### src/rtl/pipe_exe_div_if.sv
// ---------------------------------------------------------------------------
// pipe_exe_div_if
// Bundles the execute-stage divide request and the divider's results.
//   master (pipeline side): drives Ediv, Esign, Ea, Eb, cancel;
//                           reads stall, busy, done, quotient, remainder.
//   slave  (divider side) : the reverse direction.
// ---------------------------------------------------------------------------
interface pipe_exe_div_if #(
  parameter int WIDTH = 32
);
  logic             Ediv;       // divide instruction in execute (start request)
  logic             Esign;      // 1 = signed DIV, 0 = unsigned DIVU
  logic [WIDTH-1:0] Ea;         // dividend
  logic [WIDTH-1:0] Eb;         // divisor
  logic             cancel;     // execute-stage flush
  logic             stall;      // hold PC, IF/ID and D/E this cycle
  logic             busy;       // divider FSM not idle
  logic             done;       // results valid this cycle (one-cycle pulse)
  logic [WIDTH-1:0] quotient;   // result for LO
  logic [WIDTH-1:0] remainder;  // result for HI

  modport master (
    output Ediv, Esign, Ea, Eb, cancel,
    input  stall, busy, done, quotient, remainder
  );

  modport slave (
    input  Ediv, Esign, Ea, Eb, cancel,
    output stall, busy, done, quotient, remainder
  );
endinterface

### src/rtl/pipe_exe_div.sv
// ---------------------------------------------------------------------------
// pipe_exe_div
// Multi-cycle radix-2 restoring divider for DIV/DIVU in the execute stage.
// A request taken in IDLE runs WIDTH shift/subtract steps in CALC, applies
// sign correction (or the divide-by-zero result) in FIX, and pulses done in
// DONE. While a request waits or runs, stall holds the front of the pipe.
// Ports:
//   clk  : rising-edge clock
//   rst  : asynchronous active-high reset
//   bus  : slave side of pipe_exe_div_if
//          in : Ediv, Esign, Ea, Eb, cancel
//          out: stall, busy, done, quotient, remainder
// ---------------------------------------------------------------------------
module pipe_exe_div #(
  parameter int WIDTH = 32,
  parameter int CNT_W = 6
) (
  input  logic           clk,
  input  logic           rst,
  pipe_exe_div_if.slave  bus
);

  typedef enum logic [1:0] {IDLE, CALC, FIX, DONE} state_t;

  state_t           state_q;
  logic [CNT_W-1:0] cnt_q;
  logic [WIDTH-1:0] rem_q;       // partial remainder
  logic [WIDTH-1:0] dvd_q;       // dividend shifting out, quotient shifting in
  logic [WIDTH-1:0] dvs_q;       // divisor magnitude
  logic [WIDTH-1:0] ea_q;        // original dividend, returned as remainder on div0
  logic             neg_quo_q;   // quotient must be negated
  logic             neg_rem_q;   // remainder must be negated
  logic             div0_q;
  logic [WIDTH-1:0] quo_q;
  logic [WIDTH-1:0] rmd_q;
  logic             done_q;

  // Operand magnitudes. |0x80000000| stays 0x80000000 and is then treated
  // as unsigned by the WIDTH+1 compare below.
  logic             a_neg_d, b_neg_d;
  logic [WIDTH-1:0] a_abs_d, b_abs_d;

  always_comb begin
    a_neg_d = bus.Esign & bus.Ea[WIDTH-1];
    b_neg_d = bus.Esign & bus.Eb[WIDTH-1];
    a_abs_d = a_neg_d ? (~bus.Ea + 1'b1) : bus.Ea;
    b_abs_d = b_neg_d ? (~bus.Eb + 1'b1) : bus.Eb;
  end

  // One restoring step: shift {rem,dvd} left, trial-subtract the divisor.
  logic [WIDTH:0]   rem_sh_d;
  logic             take_d;
  logic [WIDTH-1:0] rem_d;
  logic [WIDTH-1:0] dvd_d;

  always_comb begin
    rem_sh_d = {rem_q, dvd_q[WIDTH-1]};
    take_d   = (rem_sh_d >= {1'b0, dvs_q});
    // When the subtract is taken the difference is below the divisor, so
    // its upper bit is always zero and the low WIDTH bits are exact.
    rem_d    = take_d ? (rem_sh_d[WIDTH-1:0] - dvs_q) : rem_sh_d[WIDTH-1:0];
    dvd_d    = {dvd_q[WIDTH-2:0], take_d};
  end

  // Final result selection applied in FIX.
  logic [WIDTH-1:0] quo_fix_d;
  logic [WIDTH-1:0] rmd_fix_d;

  always_comb begin
    if (div0_q) begin
      quo_fix_d = '1;
      rmd_fix_d = ea_q;
    end else begin
      quo_fix_d = neg_quo_q ? (~dvd_q + 1'b1) : dvd_q;
      rmd_fix_d = neg_rem_q ? (~rem_q + 1'b1) : rem_q;
    end
  end

  always_ff @(posedge clk or posedge rst) begin
    if (rst) begin
      state_q   <= IDLE;
      cnt_q     <= '0;
      rem_q     <= '0;
      dvd_q     <= '0;
      dvs_q     <= '0;
      ea_q      <= '0;
      neg_quo_q <= 1'b0;
      neg_rem_q <= 1'b0;
      div0_q    <= 1'b0;
      quo_q     <= '0;
      rmd_q     <= '0;
      done_q    <= 1'b0;
    end else begin
      done_q <= 1'b0;
      if (bus.cancel) begin
        // Flush wins over everything, including a start in IDLE.
        state_q <= IDLE;
      end else begin
        unique case (state_q)
          IDLE: begin
            if (bus.Ediv) begin
              dvd_q     <= a_abs_d;
              dvs_q     <= b_abs_d;
              ea_q      <= bus.Ea;
              neg_quo_q <= bus.Esign & (bus.Ea[WIDTH-1] ^ bus.Eb[WIDTH-1]);
              neg_rem_q <= a_neg_d;
              div0_q    <= (bus.Eb == '0);
              rem_q     <= '0;
              cnt_q     <= '0;
              state_q   <= CALC;
            end
          end
          CALC: begin
            rem_q <= rem_d;
            dvd_q <= dvd_d;
            cnt_q <= cnt_q + 1'b1;
            if (cnt_q == CNT_W'(WIDTH - 1)) begin
              state_q <= FIX;
            end
          end
          FIX: begin
            quo_q   <= quo_fix_d;
            rmd_q   <= rmd_fix_d;
            done_q  <= 1'b1;
            state_q <= DONE;
          end
          DONE: begin
            // Ediv still high here belongs to the divide just finished.
            state_q <= IDLE;
          end
          default: state_q <= IDLE;
        endcase
      end
    end
  end

  // Stall is combinational so the divide is held in D/E from its first
  // cycle; it drops in DONE so the pipeline advances at that edge. It is
  // also forced low while reset is asserted so every output reads zero.
  assign bus.stall     = bus.Ediv & (state_q != DONE) & ~bus.cancel & ~rst;
  assign bus.busy      = (state_q != IDLE);
  assign bus.done      = done_q;
  assign bus.quotient  = quo_q;
  assign bus.remainder = rmd_q;

endmodule
### src/flat_wrapper.sv
// flat-port wrapper written by rule: the top's interface ports become plain ports
module pipe_exe_div_flat 
#(
  parameter int WIDTH = 32,
  parameter int CNT_W = 6
)
  (clk, rst, bus_Ediv, bus_Esign, bus_Ea, bus_Eb, bus_cancel, bus_stall, bus_busy, bus_done, bus_quotient, bus_remainder);
  pipe_exe_div_if #(.WIDTH(WIDTH)) bus_i ();
  input  logic clk;
  input  logic rst;
  input wire logic [$bits(bus_i.Ediv)-1:0] bus_Ediv;
  input wire logic [$bits(bus_i.Esign)-1:0] bus_Esign;
  input wire logic [$bits(bus_i.Ea)-1:0] bus_Ea;
  input wire logic [$bits(bus_i.Eb)-1:0] bus_Eb;
  input wire logic [$bits(bus_i.cancel)-1:0] bus_cancel;
  output wire logic [$bits(bus_i.stall)-1:0] bus_stall;
  output wire logic [$bits(bus_i.busy)-1:0] bus_busy;
  output wire logic [$bits(bus_i.done)-1:0] bus_done;
  output wire logic [$bits(bus_i.quotient)-1:0] bus_quotient;
  output wire logic [$bits(bus_i.remainder)-1:0] bus_remainder;
  assign bus_i.Ediv = bus_Ediv;
  assign bus_i.Esign = bus_Esign;
  assign bus_i.Ea = bus_Ea;
  assign bus_i.Eb = bus_Eb;
  assign bus_i.cancel = bus_cancel;
  assign bus_stall = bus_i.stall;
  assign bus_busy = bus_i.busy;
  assign bus_done = bus_i.done;
  assign bus_quotient = bus_i.quotient;
  assign bus_remainder = bus_i.remainder;
  pipe_exe_div #(.WIDTH(WIDTH), .CNT_W(CNT_W)) u_core (.clk(clk), .rst(rst), .bus(bus_i));
endmodule
### config.mk
export PLATFORM = sky130hd
export DESIGN_NAME = pipe_exe_div_flat
export DESIGN_NICKNAME = d
export VERILOG_FILES = /design/src/rtl/pipe_exe_div_if.sv /design/src/rtl/pipe_exe_div.sv /design/src/flat_wrapper.sv
export SDC_FILE = /design/constraint.sdc
export NUM_CORES = 1
export LEC_CHECK = 0
export ABC_AREA = 1
export BUFFER_PORTS_ARGS = -buffer_cell sky130_fd_sc_hd__clkbuf_2
export CAP_MARGIN = 20
export CORE_MARGIN = 1
export CORE_UTILIZATION = 45
export CTS_BUF_LIST = sky130_fd_sc_hd__clkbuf_4
export DETAILED_ROUTE_END_ITERATION = 7
export GPL_TIMING_DRIVEN = 1
export HOLD_SLACK_MARGIN = 0.06
export SYNTH_ARGS = -nofsm -noshare
export SYNTH_HDL_FRONTEND = slang
export SYNTH_SLANG_ARGS = --single-unit
export TNS_END_PERCENT = 20
### constraint.sdc
create_clock -name clk -period 7.1 [get_ports clk]
set_clock_uncertainty 0.05 [all_clocks]
set_input_delay 0.71 -clock clk [delete_from_list [all_inputs] [get_ports clk]]
set_output_delay 0.71 -clock clk [all_outputs]
set_load 0.05 [all_outputs]
# ---- Word level (Yosys, flattened, before mapping)
# Index checks and enable logic that the tools add are counted.
dict set report op_classes {
  n_mux 19
  n_eq_ne 8
  n_div 0
  addsub 6
  n_lt_le_gt_ge 1
  reduce_logical 8
  n_mul 0
  bitwise 13
  shift 0
}
# op count
set op_table {}
lappend op_table {{$mux W32} 9}
lappend op_table {{$add A32 B1 Y32 const B} 4}
lappend op_table {{$not A32 Y32} 4}
lappend op_table {{$pmux W32 S2} 2}
lappend op_table {{$ge A33 B32 Y1} 1}
lappend op_table {{$logic_not A32 Y1} 1}
lappend op_table {{$sub A32 B32 Y32} 1}
lappend op_table {{$pmux W6 S2} 1}
lappend op_table {{$pmux W2 S4} 1}
lappend op_table {{$add A6 B1 Y6 const B} 1}
lappend op_table {{$and A1 B1 Y1} 6}
lappend op_table {{$eq A6 B5 Y1 const B} 1}
lappend op_table {{$mux W2} 3}
lappend op_table {{$mux W6} 1}
lappend op_table {{$reduce_and A3 Y1} 2}
lappend op_table {{$eq A2 B2 Y1 const B} 2}
lappend op_table {{$ne A2 B2 Y1 const B} 2}
lappend op_table {{$reduce_and A2 Y1} 2}
lappend op_table {{$reduce_bool A2 Y1} 2}
lappend op_table {{$ne A3 B2 Y1 const B} 1}
lappend op_table {{$ne A3 B3 Y1 const B} 1}
lappend op_table {{$eq A2 B1 Y1 const B} 1}
lappend op_table {{$logic_not A2 Y1} 1}
lappend op_table {{$mux W1} 2}
lappend op_table {{2 further kinds} 3}
dict set report word_totals {
  reg_bits 204
  latch_bits 0
  ram_bits 0
  wordCells 67
  inputBits 69
  mem_bits_ro 0
  n_memories 0
}

# ---- Longest topological paths before layout
dict set report logic_depth {
  word_depth 5
  depth_mapped 16
  mapped_depth_nobuf 16
}

# ---- Worst setup path after synthesis
# No wires, ideal clock.
dict set report synth_path {
  kind {input to output}
  from {input port bus_cancel}
  to {output port bus_stall}
  path_buffers 0
  arrival_ns 2.263
  required_time_ns 6.340
  stages 1
  path_slack_ns 4.077
  path_cell_list {nor4_1}
}
dict set report synth_via {
  elab_chain_cells 3
}
# element line
set synth_lines {}
lappend synth_lines {{from (decl)} flat_wrapper.sv:15} ;# input wire logic [$bits(bus_i.cancel)-1:0] bus_cancel;
lappend synth_lines {{$not A1 Y1 (no line)} --}
lappend synth_lines {{$and A1 B1 Y1 (2 in a row)} pipe_exe_div.sv:140} ;# assign bus.stall = bus.Ediv & (state_q != DONE) & ~bus.cancel & ~rst;
lappend synth_lines {{to (decl)} flat_wrapper.sv:16} ;# output wire logic [$bits(bus_i.stall)-1:0] bus_stall;
# No other way between the ends.

# ---- Worst setup path after layout
dict set report layout_path {
  from {register u_core.state_q[1]}
  to {register u_core.cnt_q[5]}
}
dict set report layout_via {
  elab_chain_cells 3
  word_cells_on_any_way 6
  classes_between {eq/ne (2); mux (1); reduce/logical (3)}
}
# element line
set layout_lines {}
lappend layout_lines {{from (decl)} pipe_exe_div.sv:25} ;# state_t state_q;
lappend layout_lines {{from (signal assigned)} pipe_exe_div.sv:81} ;# state_q <= IDLE;
lappend layout_lines {{from (signal assigned)} pipe_exe_div.sv:97} ;# state_q <= IDLE;
lappend layout_lines {{from (signal assigned)} pipe_exe_div.sv:110} ;# state_q <= CALC;
lappend layout_lines {{$eq A2 B1 Y1 or $logic_not A2 Y1 (tied branches)} pipe_exe_div.sv:99} ;# unique case (state_q)
lappend layout_lines {{$reduce_bool A2 Y1 (no line) or $ne A2 B2 Y1 (tied branches)} --}
lappend layout_lines {{$reduce_and A3 Y1 (no line)} --}
lappend layout_lines {{to (signal assigned)} pipe_exe_div.sv:116} ;# cnt_q <= cnt_q + 1'b1;
lappend layout_lines {{to (decl)} pipe_exe_div.sv:26} ;# logic [CNT_W-1:0] cnt_q;
# Parallel ways exist; a longest one is shown, timed or not.
# A chain may end at the register's enable or synchronous reset.

==> impl_metrics.json <==
{
  "globalplace.congestion": 0.920,
  "postSynthCellCount": 2281,
  "r2r_slack_ps": 3840,
  "drtIter0Drc": 1331,
  "seq_area_frac_synth_pct": 34.4,
  "ys_dominant_reg_cell": "dfrtp_1",
  "yosys_warnings": 0,
  "core_area_um2": 32500,
  "die-area_um2": 33700,
  "cts.clk_slew.worst_paths_ps": 60,
  "viasPerCell": 5.23,
  "first_global_vias": 14100,
  "drc": 0,
  "fin_nets": 2526,
  "cp_max_fo": 63,
  "grt_overflow": 0,
  "clk_latency_ps": 760,
  "cts_buffers": 58,
  "use_met1_pct": 42.3,
  "synth_enable_flop_cells": 0,
  "ys_types": 49,
  "start_util_pct": 45.7,
  "cap_violations": 0,
  "slew_violations": 0,
  "setup_viol": 0,
  "grt_max_degree": 139,
  "pwr-share-clk_pct": 18.2,
  "reg2reg_depth": 14,
  "final_util_pct": 51.0,
  "cts_resized": 0,
  "rsz0062_at_grt": "no",
  "reg2reg_to": "u_core.cnt_q[5]",
  "fin_crit_sh_pct": 45.9,
  "rows": 66,
  "powerDensity_nw_per_um2": 368,
  "post-cts-setup-buffers": 0,
  "fill_cells": 3418,
  "required_ps": 7640,
  "wl_per_cell_um": 16.2,
  "synthArstFlopShare_pct": 100,
  "use_met3_pct": 4.10,
  "synth.area.top_cells": "dfrtp_1 (34%), nand2_1 (18%), inv_1 (8.6%), nand3_1 (6.7%), o21ai_0 (5.5%)",
  "avgSynthCellArea_um2": 6.50,
  "cts_tree": "done",
  "drive_gt1_share_pct": 11.9,
  "area_delta_synth_final_pct": 11.7,
  "finalHoldViolations": 0,
  "p_sw_uw": 3070,
  "cts_hold_buf": 0,
  "internal_power_uw": 3030,
  "drt_wl_total_um": 46800,
  "root_buffer": "clkbuf_4",
  "fin_crit_ps": 3260,
  "ioPinCount": 136,
  "status": "complete, no violations",
  "tightest_slew_ps": 975,
  "die_x_um": 183,
  "antenna_found_initial": 1,
  "hold_path.class": "in -> async",
  "r2r_start": "u_core.state_q[1]",
  "drt-pass1-iter-count": 5,
  "fin_setup_tns_ps": 0,
  "clockBufferDepth": 3,
  "end_kind": "flip-flop",
  "synth_top_area_share_pct": 34.4,
  "grt_pass1_wl_um": 74500,
  "vdd_drop_max_mv": 0.230,
  "p_seq_share_pct": 31.1,
  "htree_levels": 2,
  "p_sw_share_pct": 50.3,
  "critical_path_class": "reg -> reg",
  "io_buffers": 135,
  "startpoint": "u_core.state_q[1]",
  "ys_ff_latch": 204,
  "ant_nets": 0,
  "worst_slew_margin_rel_pct": 35.0,
  "worstSetupStartpointType": "flip-flop",
  "grtUsageMet2_pct": 41.8,
  "die_h_um": 183,
  "via_count": 15200,
  "combPwrFrac_pct": 50.7,
  "track_usage_pct": 28.1,
  "p_leak_uw": 0.00909,
  "synth_top_cell_by_area": "dfrtp_1",
  "cts.sinks": 204,
  "synth_area_um2": 14800,
  "crit_arrival_ps": 3800,
  "grt_most_used_layer": "met1",
  "max_freq_mhz": 307,
  "syn_nets": 2392,
  "place_hpwl_um": 35700
}
## metrics by stage
step           std cells  setup slack, ps  total power (uW)  hold slack (ps)  cell area (um2)
5_1_grt             2897             3440              6580              168            16600
4_1_cts             2896             3830              6120              114            16600
6_report            2897             3840              6100              171            16600
3_3_place_gp        2797             3720              4950              409            15800
2_1_floorplan       2281              773              4150              392            14800
3_5_place_dp        2797             3680              4980              417            15800
## final cells by class
type | count | area (um2) | area share (%)
well taps | 442 | 553 | 3.34
inverters | 350 | 1320 | 7.98
repair buffers | 150 | 788 | 4.76
clock inverters | 22 | 150 | 0.907
flip-flops and latches | 204 | 5100 | 30.8
multi-input cells | 1651 | 8060 | 48.7
clock buffers | 77 | 578 | 3.49
diodes | 1 | 2.50 | 0.0151
## cell usage after synthesis, drive strengths merged (4+ instances only)
cell      n
inv     346
xor2     44
o31ai     4
dfrtp   204
a31oi    15
nor4      4
nand3b   16
nor3     25
o22ai    13
nor2    223
clkinv    4
or2       8
xnor2    15
ha       41
o21ai   171
buf      31
o211ai   17
clkbuf   45
nand4    17
a21oi    99
nand2   711
o221ai    7
nand3   205
## state kept, by name (all words and copies together) (netlist names)
signal and flops:
u_core.cnt_q 6, u_core.neg_rem_q 1, u_core.bus.remainder 32, u_core.dvd_q 32, u_core.bus.quotient 32, u_core.rem_q 32, u_core.ea_q 32, u_core.div0_q 1
u_core.state_q 2, u_core.bus.done 1, u_core.neg_quo_q 1, u_core.dvs_q 32
## placed cells by master (no fill, tap or decap), types with 19 or more instances in the layout
master,synthesis,routed
clkbuf_4,0,77
clkinv_1,4,19
nand3_1,199,199
xor2_1,44,44
clkbuf_2,0,135
nand2_1,700,699
inv_1,340,339
nor2_1,205,203
a21oi_1,99,99
o21ai_0,164,164
nor3_1,21,21
ha_1,41,41
dfrtp_1,204,204
## worst max-delay path: stages, from the launching register on
cell	delay [ps]
dfrtp_1	390
inv_1	100
ha_1	140
buf_4	290
inv_2	290
nor2_1	200
nand2_1	80
nand2_2	460
inv_2	110
buf_4	380
nor2_4	180
nand3_1	100
nor2_1	120
xnor2_1	130
nor2_1	50
## how the worst max path moves through the flow
stage,end,slack (ps),cells after the start
floorplan,u_core.bus.done,770,1
detailed placement,u_core.cnt_q[5],3680,14
global placement,u_core.cnt_q[5],3720,14
global route,u_core.cnt_q[5],3440,14
finish,u_core.cnt_q[5],3840,14
CTS,u_core.cnt_q[5],3830,14
## metal layers
metal | vias up | part of all wire, %
met5 | - | 0
met4 | 0 | 1.7
met3 | 53 | 6.4
met2 | 469 | 42
met1 | 7089 | 50
li1 | 7540 | -
## power by group through the flow
stage | clock [uW] | sequential, uW | combinational, uW
2_1_floorplan | 0 | 2420 | 1730
3_3_place_gp | 0 | 1900 | 3050
3_5_place_dp | 0 | 1910 | 3070
4_1_cts | 1140 | 1900 | 3080
5_1_grt | 1200 | 1950 | 3430
6_report | 1110 | 1900 | 3090
## kinds of logic after synthesis
kind of cell | share of synthesized area [%]
AOI/OAI and AO/OA | 12.3
xor gates and xnor gates | 3.49
adders and majority gates | 3.60
buffers and inverters | 11.3
DFF | 34.4
and+or+nand+nor | 34.9
Power figures use the tool's default switching activity.
